<file path="src/rtl/aes_key_expand_pkg.sv">
// Shared constants, types and lookup tables for the AES key-schedule engine.
package aes_key_expand_pkg;

  // State columns; fixed for AES.
  localparam int NB = 4;

  typedef enum logic [1:0] {
    ST_IDLE   = 2'd0,
    ST_EXPAND = 2'd1,
    ST_DONE   = 2'd2
  } ke_state_t;

  // Control registers of the expansion engine.
  //  idx      : index of the schedule word written on the next EXPAND edge
  //  wrap     : idx mod NK, tracked incrementally so no divider is needed
  //  rcon_idx : idx div NK, only meaningful when wrap == 0
  typedef struct packed {
    ke_state_t  state;
    logic [5:0] idx;
    logic [2:0] wrap;
    logic [3:0] rcon_idx;
  } key_exp_reg_t;

  localparam key_exp_reg_t KEY_EXP_REG_INIT = '{
    state:    ST_IDLE,
    idx:      6'd0,
    wrap:     3'd0,
    rcon_idx: 4'd0
  };

  localparam logic [7:0] SBOX [256] = '{
    8'h63, 8'h7c, 8'h77, 8'h7b, 8'hf2, 8'h6b, 8'h6f, 8'hc5, 8'h30, 8'h01, 8'h67, 8'h2b, 8'hfe, 8'hd7, 8'hab, 8'h76,
    8'hca, 8'h82, 8'hc9, 8'h7d, 8'hfa, 8'h59, 8'h47, 8'hf0, 8'had, 8'hd4, 8'ha2, 8'haf, 8'h9c, 8'ha4, 8'h72, 8'hc0,
    8'hb7, 8'hfd, 8'h93, 8'h26, 8'h36, 8'h3f, 8'hf7, 8'hcc, 8'h34, 8'ha5, 8'he5, 8'hf1, 8'h71, 8'hd8, 8'h31, 8'h15,
    8'h04, 8'hc7, 8'h23, 8'hc3, 8'h18, 8'h96, 8'h05, 8'h9a, 8'h07, 8'h12, 8'h80, 8'he2, 8'heb, 8'h27, 8'hb2, 8'h75,
    8'h09, 8'h83, 8'h2c, 8'h1a, 8'h1b, 8'h6e, 8'h5a, 8'ha0, 8'h52, 8'h3b, 8'hd6, 8'hb3, 8'h29, 8'he3, 8'h2f, 8'h84,
    8'h53, 8'hd1, 8'h00, 8'hed, 8'h20, 8'hfc, 8'hb1, 8'h5b, 8'h6a, 8'hcb, 8'hbe, 8'h39, 8'h4a, 8'h4c, 8'h58, 8'hcf,
    8'hd0, 8'hef, 8'haa, 8'hfb, 8'h43, 8'h4d, 8'h33, 8'h85, 8'h45, 8'hf9, 8'h02, 8'h7f, 8'h50, 8'h3c, 8'h9f, 8'ha8,
    8'h51, 8'ha3, 8'h40, 8'h8f, 8'h92, 8'h9d, 8'h38, 8'hf5, 8'hbc, 8'hb6, 8'hda, 8'h21, 8'h10, 8'hff, 8'hf3, 8'hd2,
    8'hcd, 8'h0c, 8'h13, 8'hec, 8'h5f, 8'h97, 8'h44, 8'h17, 8'hc4, 8'ha7, 8'h7e, 8'h3d, 8'h64, 8'h5d, 8'h19, 8'h73,
    8'h60, 8'h81, 8'h4f, 8'hdc, 8'h22, 8'h2a, 8'h90, 8'h88, 8'h46, 8'hee, 8'hb8, 8'h14, 8'hde, 8'h5e, 8'h0b, 8'hdb,
    8'he0, 8'h32, 8'h3a, 8'h0a, 8'h49, 8'h06, 8'h24, 8'h5c, 8'hc2, 8'hd3, 8'hac, 8'h62, 8'h91, 8'h95, 8'he4, 8'h79,
    8'he7, 8'hc8, 8'h37, 8'h6d, 8'h8d, 8'hd5, 8'h4e, 8'ha9, 8'h6c, 8'h56, 8'hf4, 8'hea, 8'h65, 8'h7a, 8'hae, 8'h08,
    8'hba, 8'h78, 8'h25, 8'h2e, 8'h1c, 8'ha6, 8'hb4, 8'hc6, 8'he8, 8'hdd, 8'h74, 8'h1f, 8'h4b, 8'hbd, 8'h8b, 8'h8a,
    8'h70, 8'h3e, 8'hb5, 8'h66, 8'h48, 8'h03, 8'hf6, 8'h0e, 8'h61, 8'h35, 8'h57, 8'hb9, 8'h86, 8'hc1, 8'h1d, 8'h9e,
    8'he1, 8'hf8, 8'h98, 8'h11, 8'h69, 8'hd9, 8'h8e, 8'h94, 8'h9b, 8'h1e, 8'h87, 8'he9, 8'hce, 8'h55, 8'h28, 8'hdf,
    8'h8c, 8'ha1, 8'h89, 8'h0d, 8'hbf, 8'he6, 8'h42, 8'h68, 8'h41, 8'h99, 8'h2d, 8'h0f, 8'hb0, 8'h54, 8'hbb, 8'h16
  };

  function automatic logic [7:0] sbox(input logic [7:0] b);
    return SBOX[b];
  endfunction

  // Round constant for schedule-word index idx/NK (valid range 1..10).
  function automatic logic [7:0] rcon(input logic [3:0] idx);
    logic [7:0] r;
    case (idx)
      4'd1:    r = 8'h01;
      4'd2:    r = 8'h02;
      4'd3:    r = 8'h04;
      4'd4:    r = 8'h08;
      4'd5:    r = 8'h10;
      4'd6:    r = 8'h20;
      4'd7:    r = 8'h40;
      4'd8:    r = 8'h80;
      4'd9:    r = 8'h1b;
      4'd10:   r = 8'h36;
      default: r = 8'h00;
    endcase
    return r;
  endfunction

endpackage

</file>
<file path="src/rtl/aes_key_expand_subword.sv">
// SubWord: four parallel S-box lookups on a 32-bit word, purely combinational.
// Kept as its own block so the cipher core can reuse it.
module aes_key_expand_subword
  import aes_key_expand_pkg::*;
(
  input  logic [31:0] din,
  output logic [31:0] dout
);

  for (genvar gi = 0; gi < 4; gi++) begin : g_sbox
    assign dout[8*gi +: 8] = sbox(din[8*gi +: 8]);
  end

endmodule

</file>
<file path="src/rtl/aes_key_expand.sv">
// Iterative AES key schedule: loads the cipher key, then produces one schedule
// word per cycle into a register array and serves 128-bit round keys through a
// registered read port.
module aes_key_expand
  import aes_key_expand_pkg::*;
#(
  parameter int NK = 4
) (
  input  logic              clk,
  input  logic              rst,
  input  logic              key_valid,
  output logic              key_ready,
  input  logic [32*NK-1:0]  key,
  input  logic [3:0]        rk_addr,
  output logic [127:0]      rk_data,
  output logic              keys_valid,
  output logic              done,
  output logic              busy
);

  localparam int NR              = NK + 6;
  localparam int N_WORDS         = NB * (NR + 1);
  localparam logic [5:0] LAST_IDX = 6'(N_WORDS - 1);
  localparam logic [5:0] FIRST_IDX = 6'(NK);
  localparam logic [2:0] WRAP_MAX = 3'(NK - 1);
  localparam logic [3:0] NR_ADDR  = 4'(NR);

  key_exp_reg_t ctl_reg;
  key_exp_reg_t ctl_next;
  logic         accept;
  logic         keys_valid_reg;
  logic [127:0] rk_data_reg;

  // Sliding window of the last NK schedule words: win_reg[0] = w[i-NK],
  // win_reg[NK-1] = w[i-1]. Keeps the word datapath independent of the
  // schedule array, which then needs only one write and one read port.
  logic [31:0] win_reg [NK];
  logic [31:0] mem [N_WORDS];

  logic [31:0] key_word [NK];
  logic [31:0] last_word;
  logic [31:0] sub_in;
  logic [31:0] sub_out;
  logic [31:0] new_word;

  // Key words, word 0 taken from the MSBs.
  for (genvar gi = 0; gi < NK; gi++) begin : g_key_word
    assign key_word[gi] = key[32*(NK-gi)-1 -: 32];
  end

  assign last_word = win_reg[NK-1];
  // RotWord is only applied on the first word of each NK-word group.
  assign sub_in    = (ctl_reg.wrap == 3'd0) ? {last_word[23:0], last_word[31:24]} : last_word;

  aes_key_expand_subword u_subword (
    .din  (sub_in),
    .dout (sub_out)
  );

  // Next schedule word w[i] = w[i-NK] ^ f(w[i-1]).
  always_comb begin
    new_word = win_reg[0] ^ last_word;
    if (ctl_reg.wrap == 3'd0) begin
      new_word = win_reg[0] ^ sub_out ^ {rcon(ctl_reg.rcon_idx), 24'h000000};
    end else if (NK == 8 && ctl_reg.wrap == 3'd4) begin
      new_word = win_reg[0] ^ sub_out;
    end
  end

  // FSM next-state logic and status outputs.
  always_comb begin
    ctl_next  = ctl_reg;
    accept    = 1'b0;
    key_ready = 1'b0;
    busy      = 1'b1;
    done      = 1'b0;
    case (ctl_reg.state)
      ST_IDLE: begin
        key_ready = 1'b1;
        busy      = 1'b0;
        if (key_valid) begin
          accept            = 1'b1;
          ctl_next.state    = ST_EXPAND;
          ctl_next.idx      = FIRST_IDX;
          ctl_next.wrap     = 3'd0;
          ctl_next.rcon_idx = 4'd1;
        end
      end
      ST_EXPAND: begin
        ctl_next.idx = ctl_reg.idx + 6'd1;
        if (ctl_reg.wrap == WRAP_MAX) begin
          ctl_next.wrap     = 3'd0;
          ctl_next.rcon_idx = ctl_reg.rcon_idx + 4'd1;
        end else begin
          ctl_next.wrap = ctl_reg.wrap + 3'd1;
        end
        // Clearing the counters on the final word also keeps rcon_idx <= 10.
        if (ctl_reg.idx == LAST_IDX) begin
          ctl_next = KEY_EXP_REG_INIT;
          ctl_next.state = ST_DONE;
        end
      end
      ST_DONE: begin
        done           = 1'b1;
        ctl_next.state = ST_IDLE;
      end
      default: begin
        ctl_next = KEY_EXP_REG_INIT;
      end
    endcase
  end

  // Control state register and schedule-valid flag.
  always_ff @(posedge clk) begin
    if (rst) begin
      ctl_reg        <= KEY_EXP_REG_INIT;
      keys_valid_reg <= 1'b0;
    end else begin
      ctl_reg <= ctl_next;
      if (accept) begin
        keys_valid_reg <= 1'b0;
      end else if (ctl_reg.state == ST_DONE) begin
        keys_valid_reg <= 1'b1;
      end
    end
  end

  // Word window: loaded with the key, then shifts in each new word.
  always_ff @(posedge clk) begin
    if (!rst) begin
      if (accept) begin
        for (int k = 0; k < NK; k++) begin
          win_reg[k] <= key_word[k];
        end
      end else if (ctl_reg.state == ST_EXPAND) begin
        for (int k = 0; k < NK - 1; k++) begin
          win_reg[k] <= win_reg[k+1];
        end
        win_reg[NK-1] <= new_word;
      end
    end
  end

  // Schedule storage: parallel key load, then one word per EXPAND cycle.
  always_ff @(posedge clk) begin
    if (!rst) begin
      if (accept) begin
        for (int k = 0; k < NK; k++) begin
          mem[k] <= key_word[k];
        end
      end else if (ctl_reg.state == ST_EXPAND) begin
        mem[ctl_reg.idx] <= new_word;
      end
    end
  end

  // Registered round-key read; out-of-range addresses return zero.
  always_ff @(posedge clk) begin
    if (rst) begin
      rk_data_reg <= 128'h0;
    end else if (rk_addr <= NR_ADDR) begin
      rk_data_reg <= {mem[{rk_addr, 2'b00}], mem[{rk_addr, 2'b01}],
                      mem[{rk_addr, 2'b10}], mem[{rk_addr, 2'b11}]};
    end else begin
      rk_data_reg <= 128'h0;
    end
  end

  assign rk_data    = rk_data_reg;
  assign keys_valid = keys_valid_reg;

endmodule

</file>
<file path="config.mk">
export PLATFORM = sky130hd
export DESIGN_NAME = aes_key_expand
export DESIGN_NICKNAME = d
export VERILOG_FILES = /design/src/rtl/aes_key_expand_pkg.sv /design/src/rtl/aes_key_expand_subword.sv /design/src/rtl/aes_key_expand.sv
export SDC_FILE = /design/constraint.sdc
export NUM_CORES = 2
export LEC_CHECK = 0
export BUFFER_PORTS_ARGS = -buffer_cell sky130_fd_sc_hd__buf_2
export CELL_PAD_IN_SITES_DETAIL_PLACEMENT = 1
export CELL_PAD_IN_SITES_GLOBAL_PLACEMENT = 2
export CORE_ASPECT_RATIO = 1.75
export CORE_MARGIN = 3
export CORE_UTILIZATION = 45
export DETAILED_ROUTE_END_ITERATION = 16
export GPL_TIMING_DRIVEN = 0
export PLACE_DENSITY_LB_ADDON = 0.1
export SETUP_SLACK_MARGIN = 0.1
export SLEW_MARGIN = 0
export SYNTH_ARGS = -nofsm -noshare
export SYNTH_HDL_FRONTEND = slang
export SYNTH_SLANG_ARGS = --single-unit
</file>
<file path="constraint.sdc">
create_clock -name clk -period 6.9 [get_ports clk]
set_clock_uncertainty 0.15 [all_clocks]
set_input_delay 0.345 -clock clk [delete_from_list [all_inputs] [get_ports clk]]
set_output_delay 0.345 -clock clk [all_outputs]
set_load 0.005 [all_outputs]
</file>
# Yosys cells after proc, flatten, opt, wreduce, memory -nomap -nowiden

Memory sizes are Yosys's and may differ from the RTL's. A register that Yosys moved wholly into a read port is not among the register bits.
Index checks and enable logic that the tools add are counted.

Reduce and logical (&&, ||, !) cells: 8
$add $sub $neg: 3
Bitwise gates (word level): 13
Order comparisons: 5
Muxes and demuxes: 38
Equal/unequal tests: 7

Operator list:

| kind                                                   | number |
|---|---|
| two-way mux 32 bit                                     | 7 |
| bitwise XOR 32 bit                                     | 3 |
| two-way mux 8 bit                                      | 9 |
| one-hot mux 13 bit (3 select lines)                    | 1 |
| >= comparator 9 bit (second input constant)            | 4 |
| inverter 8 -> 9 bit                                    | 4 |
| OR reduction 32 bit                                    | 1 |
| two-way mux 15 bit                                     | 2 |
| two-way mux 1 bit                                      | 13 |
| two-way mux 4 bit                                      | 3 |
| adder 6 x 1 -> 6 bit (second input constant)           | 1 |
| == test 6 bit (second input constant)                  | 1 |
| two-way mux 6 bit                                      | 1 |
| adder 4 x 1 -> 4 bit (second input constant)           | 1 |
| less-or-equal comparator 4 bit (second input constant) | 1 |
| != test 2 bit (second input constant)                  | 2 |
| bitwise OR 1 bit                                       | 4 |
| one-hot mux 2 bit (2 select lines)                     | 1 |
| AND reduction 2 bit                                    | 2 |
| OR reduction 2 bit                                     | 2 |
| adder 3 x 1 -> 3 bit (second input constant)           | 1 |
| == test 3 x 2 -> 1 bit (second input constant)         | 1 |
| zero test 3 bit                                        | 1 |
| two-way mux 3 bit                                      | 1 |
| 6 further kinds                                        | 7 |

ROM bits: 8,320
Memories: 7
RAM bits: 1,536
Register bits after elaboration: 16
Logic and storage cells: 86
Output and inout bits: 132

Memory list:

| name             | words | width | rd ports | clocked after Yosys merged registers in | wr ports | RTL line                 | source |
|---|---|---|---|---|---|---|---|
| (name not given) | 256   | 8     | 1        | 0                                       | 0        | aes_key_expand_pkg.sv:51 | `return SBOX[b];` |
| (name not given) | 256   | 8     | 1        | 0                                       | 0        | aes_key_expand_pkg.sv:51 |  |
| (name not given) | 256   | 8     | 1        | 0                                       | 0        | aes_key_expand_pkg.sv:51 |  |
| (name not given) | 256   | 8     | 1        | 0                                       | 0        | aes_key_expand_pkg.sv:51 |  |
| mem              | 44    | 32    | 4        | 4                                       | 4        | aes_key_expand.sv:38     | `logic [31:0] mem [N_WORDS];` |
| (name not given) | 16    | 8     | 1        | 1                                       | 0        | aes_key_expand_pkg.sv:57 | `case (idx)` |
| +1 memories      | n/a   | n/a   | n/a      | n/a                                     | n/a      | n/a                      |  |

# Depth between registers and ports, before layout

Depth after elaboration: 10
Mapped depth: 21
Depth with buffers taken out: 16

# Modules after synthesis

Synthesis repeated with hierarchy kept, for this count alone.

Cells, all modules: 5,967
Area total of the unflattened synthesis: 80,118.1 um^2

By module, submodules not included:

| module                 | times used | cells each | area an instance (um^2) | seq. area each (um^2) |
|---|---|---|---|---|
| aes_key_expand         | 1          | 3,782      | 66,348.6                | 49,167.2 |
| aes_key_expand_subword | 1          | 2,185      | 13,769.5                | 0.0 |

# Least setup slack after synthesis

No wires, ideal clock.

Path kind: reg-to-reg
Start point: reg ctl_reg[4] (netlist bit)
End point: mem mem[10][3] (data pin)
Arrival: 4.885 ns
Setup time: 0.432 ns
Stages on the path, launching flop included: 19
Path slack: 1.433 ns
Clock period less this slack: 5.467 ns
Data required time: 6.318 ns
Path through: dfxtp_1 -> inv_1 -> ha_1 -> nand2b_1 -> buf_4 -> buf_2 -> mux2_2 -> buf_2 -> buf_1 -> ha_1 -> inv_1 -> a211o_1 -> o21ai_0 -> mux4_2 -> nand2_1 -> a31o_2 -> o21ai_0 -> a21oi_1 -> xnor2_1

RTL lines:

| element                  | RTL line              | source |
|---|---|---|
| start: declaration       | aes_key_expand.sv:28  | `key_exp_reg_t ctl_reg;` |
| start signal: assignment | aes_key_expand.sv:119 | `ctl_reg <= ctl_next;` |
| end: declaration         | aes_key_expand.sv:38  |  |

==> flow_summary_export.csv <==
group,metric,value,unit
outcome,status,"complete, but fails checks",
outcome,violations,"max-capacitance violations, max-slew violations, negative setup slack",
worst_setup_path,cp_max_fo,12,
floorplan,std_cell_rows,204,
floorplan,fp.coreArea,177000,um^2
worst_setup_path,arrival,7.45,ns
floorplan,die_w,325,um
cts,ctsRootBufferMaster,"clkbuf_16",
route,routedWlPerCell,50.6,um
power,ir_drop,217,uV
cells_and_area,nNetsFinal,7010,
run,maxCapViolCount,2,
cts,clockBufferDepth,4,
cells_and_area,area_delta_synth_final,17.4,%
timing,hold_slack,0.103,ns
grt,first_global_vias,68400,
yosys,synth-edff-count,1536,
yosys,yosys_warnings,0,
grt,grt_pass1_wl,609000,um
yosys,yosysTopAreaCellShare,57.6,%
timing,max_slew.worst_pin.slew,1.62,ns
cts,cts_buffers,147,
timing,finalCritPeriodShare,103,%
worst_setup_path,critPathLaunchType,"flop",
timing,finalSetupViolCount,52,
yosys,synth_fp_nets,6305,
yosys,synth-main-ff-cell,"edfxtp_1",
yosys,synthTopCellsByArea,"edfxtp_1, mux4_2, dfxtp_1",
route,drt-total-wl,471000,um
place,dp_hpwl,315000,um
route,drt_first_pass_iters,8,
cts,cts.sinks,1688,
cts,tritoncts,"done",
cts,insertion_delay,0.79,ns
worst_setup_path,crit_type,"reg2reg",
place,gp_congestion,1.05,
timing,slew_headroom,-8.03,%
floorplan,die_h,564,um
timing,final.min_clock_period,7.08,ns
route,drtAntennaViolNets,0,
yosys,postSynthAreaPerCell,13.1,um^2
timing,slew_violations,12,
place,place_area,86700,um^2
cells_and_area,filler_cell_count,17500,
route,vias,70300,
yosys,synth_cells,6106,
grt,grt_max_degree,67,
yosys,synth_area,80100,um^2
timing,rsz0062_at_grt,"no",
yosys,yosysUniqueCellTypes,103,
floorplan,die_area,183000,um^2
yosys,synth-seq-cells,1688,
cells_and_area,layout-drive-gt1-share,20.4,%
power,leakage,31.7,nW
power,power_density,344,nW/um^2
route,drtIter0Drc,12400,
yosys,async_reset_ff_share,0,%
floorplan,start_util,45.3,%
cts,clk_pin_slew,0.07,ns
yosys,synth_top_area_cell,"edfxtp_1",
grt,grt.total_usage,48.7,%
grt,antenna_found_initial,33,
worst_setup_path,endpoint_kind,"flop",
hold_path,hold_class,"in2reg",
cts,htree_num_levels,4,
route,via_per_inst,7.56,
yosys,yosysSeqAreaShare,61.4,%
place,io_buffers,263,
cells_and_area,final_area,94000,um^2
floorplan,io_pins,267,
cells_and_area,largest_reg_flops,1408,
timing,max_freq,141,MHz
timing,setup_ws,-0.182,ns
worst_setup_path,cp.required,7.27,ns
timing,hold_viol,0,
route,drc_errors,0,
grt,grt-ovfl-total,0,
==> through the flow <==
stage	setup WS (ns)	cells	total power [mW]	setup TNS [ns]	utilization [%]
3_5_place_dp	-1.97	8839	22.1	-1010.92	49.1
5_1_grt	0.110	9284	32.4	0	53.2
4_1_cts	0.103	9268	31.0	0	53.0
2_1_floorplan	1.43	6106	16.9	0	-
3_3_place_gp	-5.96	8738	21.5	-4209.87	47.7
6_report	-0.182	9305	32.3	-3.79	53.2
==> final cells by class <==
type	count	area, um^2	share of cell area [%]
sequential	1688	49200	52.3
timing repair inverter	6	45.0	0.0479
clock buffer	198	4070	4.33
buffer	524	2360	2.51
antenna	22	55.1	0.0586
tap	2369	2960	3.15
clock inverter	54	564	0.601
timing repair buffer	546	4830	5.15
inverter	74	328	0.349
multi-input combinational	3824	29600	31.5
==> cells in the mapped netlist, types with 30 or more instances <==
| library cell | count |
|---|---|
| nor2_1 | 413 |
| mux2_2 | 103 |
| a311oi_1 | 36 |
| clkbuf_1 | 308 |
| nor3_1 | 89 |
| o311ai_0 | 50 |
| buf_2 | 130 |
| buf_1 | 59 |
| ha_1 | 64 |
| nand3_1 | 87 |
| a221oi_1 | 30 |
| edfxtp_1 | 1536 |
| a31oi_1 | 74 |
| dfxtp_1 | 152 |
| nand2_1 | 591 |
| inv_1 | 65 |
| xnor2_1 | 33 |
| o21ai_0 | 282 |
| nor2b_1 | 133 |
| mux2i_1 | 176 |
| o31ai_1 | 32 |
| o211ai_1 | 79 |
| mux4_2 | 260 |
| a211oi_1 | 352 |
| a21oi_1 | 361 |
==> worst paths after layout <==
check / startpoint / to / slack [ns] / cells after the start
max: win_reg[3][25]$_DFFE_PP_ / mem[30][31]$_DFFE_PP_ / -0.18 / 14
min: key[101] / mem[0][5]$_DFFE_PP_ / 0.10 / 2
max reg2reg: win_reg[3][25]$_DFFE_PP_ / mem[30][31]$_DFFE_PP_ / -0.18 / 14
min reg2reg: keys_valid$_SDFFE_PP0P_ / keys_valid$_SDFFE_PP0P_ / 0.35 / 2
==> logic make-up (layout without fill, tap and decap cells) <==
| logic type | count (synthesis) | in the layout | share of synthesized area, % |
|---|---|---|---|
| multiplexers | 549 | 549 | 11.2 |
| buffers and inverters | 598 | 1402 | 3.18 |
| adder cells (fa/ha/maj) | 64 | 64 | 1.00 |
| flip-flops | 1688 | 1688 | 61.4 |
| XOR/XNOR | 57 | 61 | 0.689 |
| other | 0 | 22 | 0 |
| AO/OA/AOI/OAI | 1642 | 1642 | 13.9 |
| AND/OR/NAND/NOR | 1508 | 1508 | 8.61 |
==> where the power goes <==
part | switching (mW) | total [mW] | internal (mW)
clock | 4.14 | 8.69 | 4.55
sequential | 0.157 | 12.7 | 12.5
combinational | 8.33 | 10.9 | 2.62
total | 12.6 | 32.3 | 19.7
==> layer usage <==
metal / global-route usage, % / vias up / part of all wire, %
met3: 11.4 / 2664 / 12
met1: 52.5 / 34500 / 30
met4: 49.9 / 20 / 14
li1: - / 25300 / -
met5: 0.0518 / - / 0.027
met2: 77.0 / 7769 / 44
==> cell usage in the layout (no fill, tap or decap), drive strengths merged, types with 31 or more instances in the layout <==
cell	count
edfxtp	1536
buf	629
nand2	591
clkbuf	508
nor2	414
a21oi	365
a211oi	355
o21ai	299
mux4	260
mux2i	183
dfxtp	152
nor2b	133
dlygate4sd3	128
mux2	106
nor3	89
nand3	87
o211ai	79
a31oi	76
inv	75
ha	64
o311ai	57
xnor2	37
a311oi	36
o31ai	36
clkinv	33
a221oi	31
==> what timing repair did <==
item / 4_1_cts / 5_1_grt
gates resized for setup: 152 / 47
gates cloned: 9 / 1
endpoints found under the hold margin: 217 / 0
endpoints found under the setup margin: 1319 / 808
buffers inserted: 40 / 14
hold buffers: 128 / 0
pin swaps: 16 / 8
==> critical path, stage by stage (launching register included) <==
cell and delay [ns]:
edfxtp_1 0.33, clkbuf_1 0.80, mux2_2 0.59, clkinvlp_4 0.56
ha_1 0.41, clkbuf_2 0.33, inv_1 0.37, o211ai_1 0.39
a21oi_1 0.32, a211oi_1 0.08, o211ai_1 0.51, o31ai_2 0.33
xor2_1 0.22, o21ai_2 0.63, xor2_2 0.74
No activity file was read; power rests on OpenSTA's default activity.
